===== config.mk =====
export PLATFORM = sky130hd
export DESIGN_NAME = ex_hazard_scheduler
export DESIGN_NICKNAME = d
export VERILOG_FILES = /design/src/rtl/ex_hazard_scheduler.sv
export SDC_FILE = /design/constraint.sdc
export NUM_CORES = 1
export LEC_CHECK = 0
export BUFFER_PORTS_ARGS = -buffer_cell sky130_fd_sc_hd__buf_4
export CORE_MARGIN = 2
export CORE_UTILIZATION = 54
export CTS_CLUSTER_DIAMETER = 60
export DETAILED_ROUTE_END_ITERATION = 16
export PLACE_DENSITY = 0.76
export SYNTH_ARGS = -nofsm -noshare
export SYNTH_HDL_FRONTEND = slang
export SYNTH_SLANG_ARGS = --single-unit

===== constraint.sdc =====
create_clock -name clk -period 2.2 [get_ports clk]
set_input_delay 0.22 -clock clk [delete_from_list [all_inputs] [get_ports clk]]
set_output_delay 0.22 -clock clk [all_outputs]
set_load 0.005 [all_outputs]

===== src/rtl/ex_hazard_scheduler.sv =====
// Execute-stage hazard scheduler: operand forwarding selects, load-use and
// multiply stalls, and branch flushes for the pipelined RISC-V core.
module ex_hazard_scheduler #(
  parameter int MUL_LAT = 3,
  parameter int REG_AW  = 5
) (
  input  logic              clk,
  input  logic              rst_n,
  input  logic              id_valid,
  input  logic [REG_AW-1:0] id_rs1,
  input  logic [REG_AW-1:0] id_rs2,
  input  logic [REG_AW-1:0] id_rd,
  input  logic              id_reg_write,
  input  logic              id_is_load,
  input  logic              id_is_mul,
  input  logic              ex_branch_taken,
  output logic [1:0]        Forward_AE,
  output logic [1:0]        Forward_BE,
  output logic              Stall_F,
  output logic              Stall_D,
  output logic              Stall_E,
  output logic              Flush_D,
  output logic              Flush_E,
  output logic              mul_busy
);

  localparam logic [1:0] FWD_RF  = 2'b00;
  localparam logic [1:0] FWD_WB  = 2'b01;
  localparam logic [1:0] FWD_MEM = 2'b10;
  localparam logic [3:0] MUL_CNT_INIT = 4'(MUL_LAT - 1);

  typedef struct packed {
    logic              valid;
    logic [REG_AW-1:0] rs1;
    logic [REG_AW-1:0] rs2;
    logic [REG_AW-1:0] rd;
    logic              reg_write;
    logic              is_load;
  } ex_slot_t;

  typedef struct packed {
    logic              valid;
    logic [REG_AW-1:0] rd;
    logic              reg_write;
    logic              is_load;
  } mem_slot_t;

  // WB only ever feeds forwarding, so its load flag is never consulted.
  typedef struct packed {
    logic              valid;
    logic [REG_AW-1:0] rd;
    logic              reg_write;
  } wb_slot_t;

  ex_slot_t  ex_q,  ex_d;
  mem_slot_t mem_q, mem_d;
  wb_slot_t  wb_q,  wb_d;
  logic [3:0] mul_cnt_q, mul_cnt_d;

  logic mem_writer, wb_writer, busy, lu, br;

  always_comb begin
    mem_writer = mem_q.valid & mem_q.reg_write & (mem_q.rd != '0);
    wb_writer  = wb_q.valid & wb_q.reg_write & (wb_q.rd != '0);
    busy       = (mul_cnt_q != 4'd0);
    lu = ex_q.valid & ex_q.is_load & (ex_q.rd != '0) & id_valid &
         ((ex_q.rd == id_rs1) | (ex_q.rd == id_rs2)) & !busy;
    br = ex_q.valid & ex_branch_taken & !busy;
  end

  // MEM wins over WB because it carries the younger result.
  always_comb begin
    Forward_AE = FWD_RF;
    Forward_BE = FWD_RF;
    if (ex_q.valid) begin
      if (mem_writer && !mem_q.is_load && (mem_q.rd == ex_q.rs1))
        Forward_AE = FWD_MEM;
      else if (wb_writer && (wb_q.rd == ex_q.rs1))
        Forward_AE = FWD_WB;
      if (mem_writer && !mem_q.is_load && (mem_q.rd == ex_q.rs2))
        Forward_BE = FWD_MEM;
      else if (wb_writer && (wb_q.rd == ex_q.rs2))
        Forward_BE = FWD_WB;
    end
  end

  always_comb begin
    mul_busy = busy;
    Stall_E  = busy;
    Stall_F  = (lu & !br) | busy;
    Stall_D  = (lu & !br) | busy;
    Flush_D  = br;
    Flush_E  = br | lu;
  end

  always_comb begin
    ex_d      = ex_q;
    mem_d     = mem_q;
    wb_d      = '{valid: mem_q.valid, rd: mem_q.rd, reg_write: mem_q.reg_write};
    mul_cnt_d = mul_cnt_q;
    if (busy) begin
      mul_cnt_d = mul_cnt_q - 4'd1;
      mem_d     = '0;
    end else begin
      mem_d = '{valid: ex_q.valid, rd: ex_q.rd, reg_write: ex_q.reg_write,
                is_load: ex_q.is_load};
      if (Flush_E || !id_valid) begin
        ex_d = '0;
      end else begin
        ex_d = '{valid: 1'b1, rs1: id_rs1, rs2: id_rs2, rd: id_rd,
                 reg_write: id_reg_write, is_load: id_is_load};
        if (id_is_mul) mul_cnt_d = MUL_CNT_INIT;
      end
    end
  end

  always_ff @(posedge clk) begin
    if (!rst_n) begin
      ex_q      <= '0;
      mem_q     <= '0;
      wb_q      <= '0;
      mul_cnt_q <= 4'd0;
    end else begin
      ex_q      <= ex_d;
      mem_q     <= mem_d;
      wb_q      <= wb_d;
      mul_cnt_q <= mul_cnt_d;
    end
  end

endmodule


==> results.sh <==
export IMPL_power_per_cell_area_nw_per_um2=1150
export IMPL_multi_input_area_sq_um=873
export IMPL_drc=0
export IMPL_cp_arrival_ps=1890
export IMPL_setup_viol=0
export IMPL_crit_chain="or4_1, o21ai_2, nor4_1, nor4_2, buf_4"
export IMPL_die_w_um=59.7
export IMPL_cts_root_buf="clkbuf_4"
export IMPL_die_h_um=59.7
export IMPL_skew_ps=9.17
export IMPL_drtPass1Iterations=4
export IMPL_status="finished clean"
export IMPL_initial_utilization_pct=55.9
export IMPL_final_nets=219
export IMPL_grt_pass1_wl_mm=6.08
export IMPL_regToRegStartpoint="mul_cnt_q[0]"
export IMPL_wl_per_cell_um=15.8
export IMPL_clk_latency_ps=340
export IMPL_num_fill_cells=251
export IMPL_layoutNonFillerInstCount=230
export IMPL_slew_headroom_pct=66.5
export IMPL_placed_cells=219
export IMPL_fin_crit_sh_pct=95.9
export IMPL_r2r_end="ex_q[9]"
export IMPL_synth_area_top_cells="dfxtp_1, xnor2_1, xor2_1, a22o_2, a22o_1"
export IMPL_dr_total_vias=1327
export IMPL_startpoint="mem_q[3]"
export IMPL_drv_cap=0
export IMPL_clkSlewWorstSetupHoldPaths_ps=110
export IMPL_grt_antenna_before_repair=0
export IMPL_io_pins=32
export IMPL_grt_usage_pct=23.2
export IMPL_syn_nets=184
export IMPL_syn_area_per_cell_sq_um=10.4
export IMPL_io_buffers=31
export IMPL_pre_cts_slack_ps=284
export IMPL_cp_top_family="simple AND/OR/NAND/NOR gates"
export IMPL_antenna_cells=0
export IMPL_crit_fanout=4
export IMPL_fin_util_pct=68.2
export IMPL_min_period_ps=2110
export IMPL_hold_viol=0
export IMPL_slowest_stage="or4_1"
export IMPL_dieArea_sq_um=3570
export IMPL_reg2reg_depth=8
export IMPL_grt_ovfl_total=0
export IMPL_slowest_delay_ps=530
export IMPL_synthToLayoutAreaGrowth_pct=22.0
export IMPL_finalWorstSetupSlack_ps=89.9
export IMPL_crit_type="reg -> out"
export IMPL_layout_drive_gt1_share_pct=34.5
export IMPL_final_common_cell="buf_4"
export IMPL_critical_path_depth=5
export IMPL_synth_top_area_cell="dfxtp_1"
export IMPL_drt_wl_total_mm=3.64
export IMPL_syn_inst=161
export IMPL_first_global_vias=1308
export IMPL_syn_area_sq_um=1680
export IMPL_hold_path_class="in -> reg"
export IMPL_hpwlAfterDp_mm=2.73
export IMPL_cp_data_required_time_ps=1980
export IMPL_gp_congestion=0.839
export IMPL_postCtsHoldBufs=0
export IMPL_htreeDepth=2
export IMPL_avgViaCountPerCell=5.77
export IMPL_critical_path_buf_inv_count=1
export IMPL_cts_sinks=37
export IMPL_register_area_sq_um=748
export IMPL_ys_warn_count=0
export IMPL_tightest_slew_ps=502
export IMPL_core_sq_um=3000
export IMPL_hold_slack_ps=93.0
export IMPL_grt_max_degree=21
export IMPL_drt_iter0_drc=36
export IMPL_regToRegSetupSlack_ps=250
export IMPL_report_final_slew_viol_count=0
export IMPL_endpoint="Forward_AE[0]"
export IMPL_power_leakage_nw=0.938
export IMPL_layout_common_cells="buf_4, dfxtp_1, xnor2_1, xor2_1"
export IMPL_cts_tree="done"
export IMPL_clockBufferDepth=2
export IMPL_timing_fmax_ghz=0.474
export IMPL_cts_buffers=5
export IMPL_power_mw=2.35
export IMPL_antenna_left=0
export IMPL_ys_ff_latch=37
export IMPL_synth_cell_types=31
export IMPL_peakVddDrop_mv=0.643
export IMPL_synth_top_area_share_pct=44.1
export IMPL_rows=20
export IMPL_crit_path_end_kind="output pin"
export IMPL_hold_depth=2
export IMPL_cp_start_kind="flip-flop"
export IMPL_yosysSeqAreaShare_pct=44.1
logic make-up (layout without fill, tap and decap cells):
logic type                 Yosys count  in the layout  synth area share (%)
xor gates and xnor gates            32             32                  16.7
and+or+nand+nor                     50             50                  16.9
adders and majority gates            1              1                 0.746
DFF                                 37             37                  44.1
AOI/OAI and AO/OA                   30             30                  17.0
buffers and inverters               11             47                  4.47
per-layer routing:
| metal | global-route usage, % | part of all wire [%] | vias up |
|---|---|---|---|
| li1 | - | - | 636 |
| met1 | 28.4 | 43 | 635 |
| met2 | 39.3 | 49 | 47 |
| met3 | 6.06 | 5.7 | 9 |
| met4 | 7.94 | 2.0 | 0 |
| met5 | 0 | 0 | - |
layout make-up:
class / instances / share of cell area [%]
Multi-Input combinational cell: 113 / 42.7
Tap cell: 33 / 2.02
Inverter: 3 / 0.550
Clock inverter: 3 / 3.18
Sequential cell: 37 / 36.6
Clock buffer: 5 / 1.83
Timing Repair Buffer: 36 / 13.2
synthesized netlist by cell type, drive strengths merged:
cell type	instances
a21boi	1
a21o	2
a21oi	2
a22o	17
a31o	1
a31oi	1
and2	10
and3	8
buf	6
clkbuf	2
dfxtp	37
ha	1
inv	3
nand2	8
nand3	6
nand4	2
nor2	5
nor3	4
nor3b	1
nor4	3
o2111ai	1
o211a	1
o21ai	3
o22ai	1
or4	3
xnor2	20
xor2	12
registers in the layout, indices dropped and copies added (netlist names):
| register | cells |
|---|---|
| wb_q | 7 |
| ex_q | 18 |
| mem_q | 8 |
| mul_cnt_q | 4 |
how the worst min path moves through the flow:
stage / start / slack (ps) / endpoint
after global routing: id_rd[3] / 80 / ex_q[5]
final: id_is_load / 90 / ex_q[0]
after detailed placement: mem_q[1] / 440 / wb_q[0]
after global placement: id_rd[4] / 440 / ex_q[6]
after CTS: id_is_load / 80 / ex_q[0]
after floorplan: id_is_load / 350 / ex_q[0]
worst register-to-register path: cells and delay by family (launching register included):
family                   cells  cell delay (ps)
AO/OA/AOI/OAI                3              740
flip-flops                   1              410
AND/OR/NAND/NOR              2              310
adder cells (fa/ha/maj)      1              230
buffers and inverters        2              220
through the flow:
stage                     TNS [ps]  cell area [sq um]
after floorplan                  0               1680
after global placement           0               1900
after detailed placement         0               1900
after CTS                        0               2020
after global routing         -2.23               2050
final                            0               2050
where the power goes:
group / internal, mW / leakage [nW] / total (mW) / switching (mW)
Clock: 0.352 / 0.0552 / 0.574 / 0.223
Sequential: 0.787 / 0.304 / 0.928 / 0.141
Combinational: 0.442 / 0.579 / 0.849 / 0.407
Total: 1.58 / 0.938 / 2.35 / 0.771
repair_timing:
item,4_1_cts,5_1_grt
setup buffers,1,2
gates resized for setup,1,8
setup endpoints to repair,3,18
cloned,0,0
(Power assumes the default switching activity.)
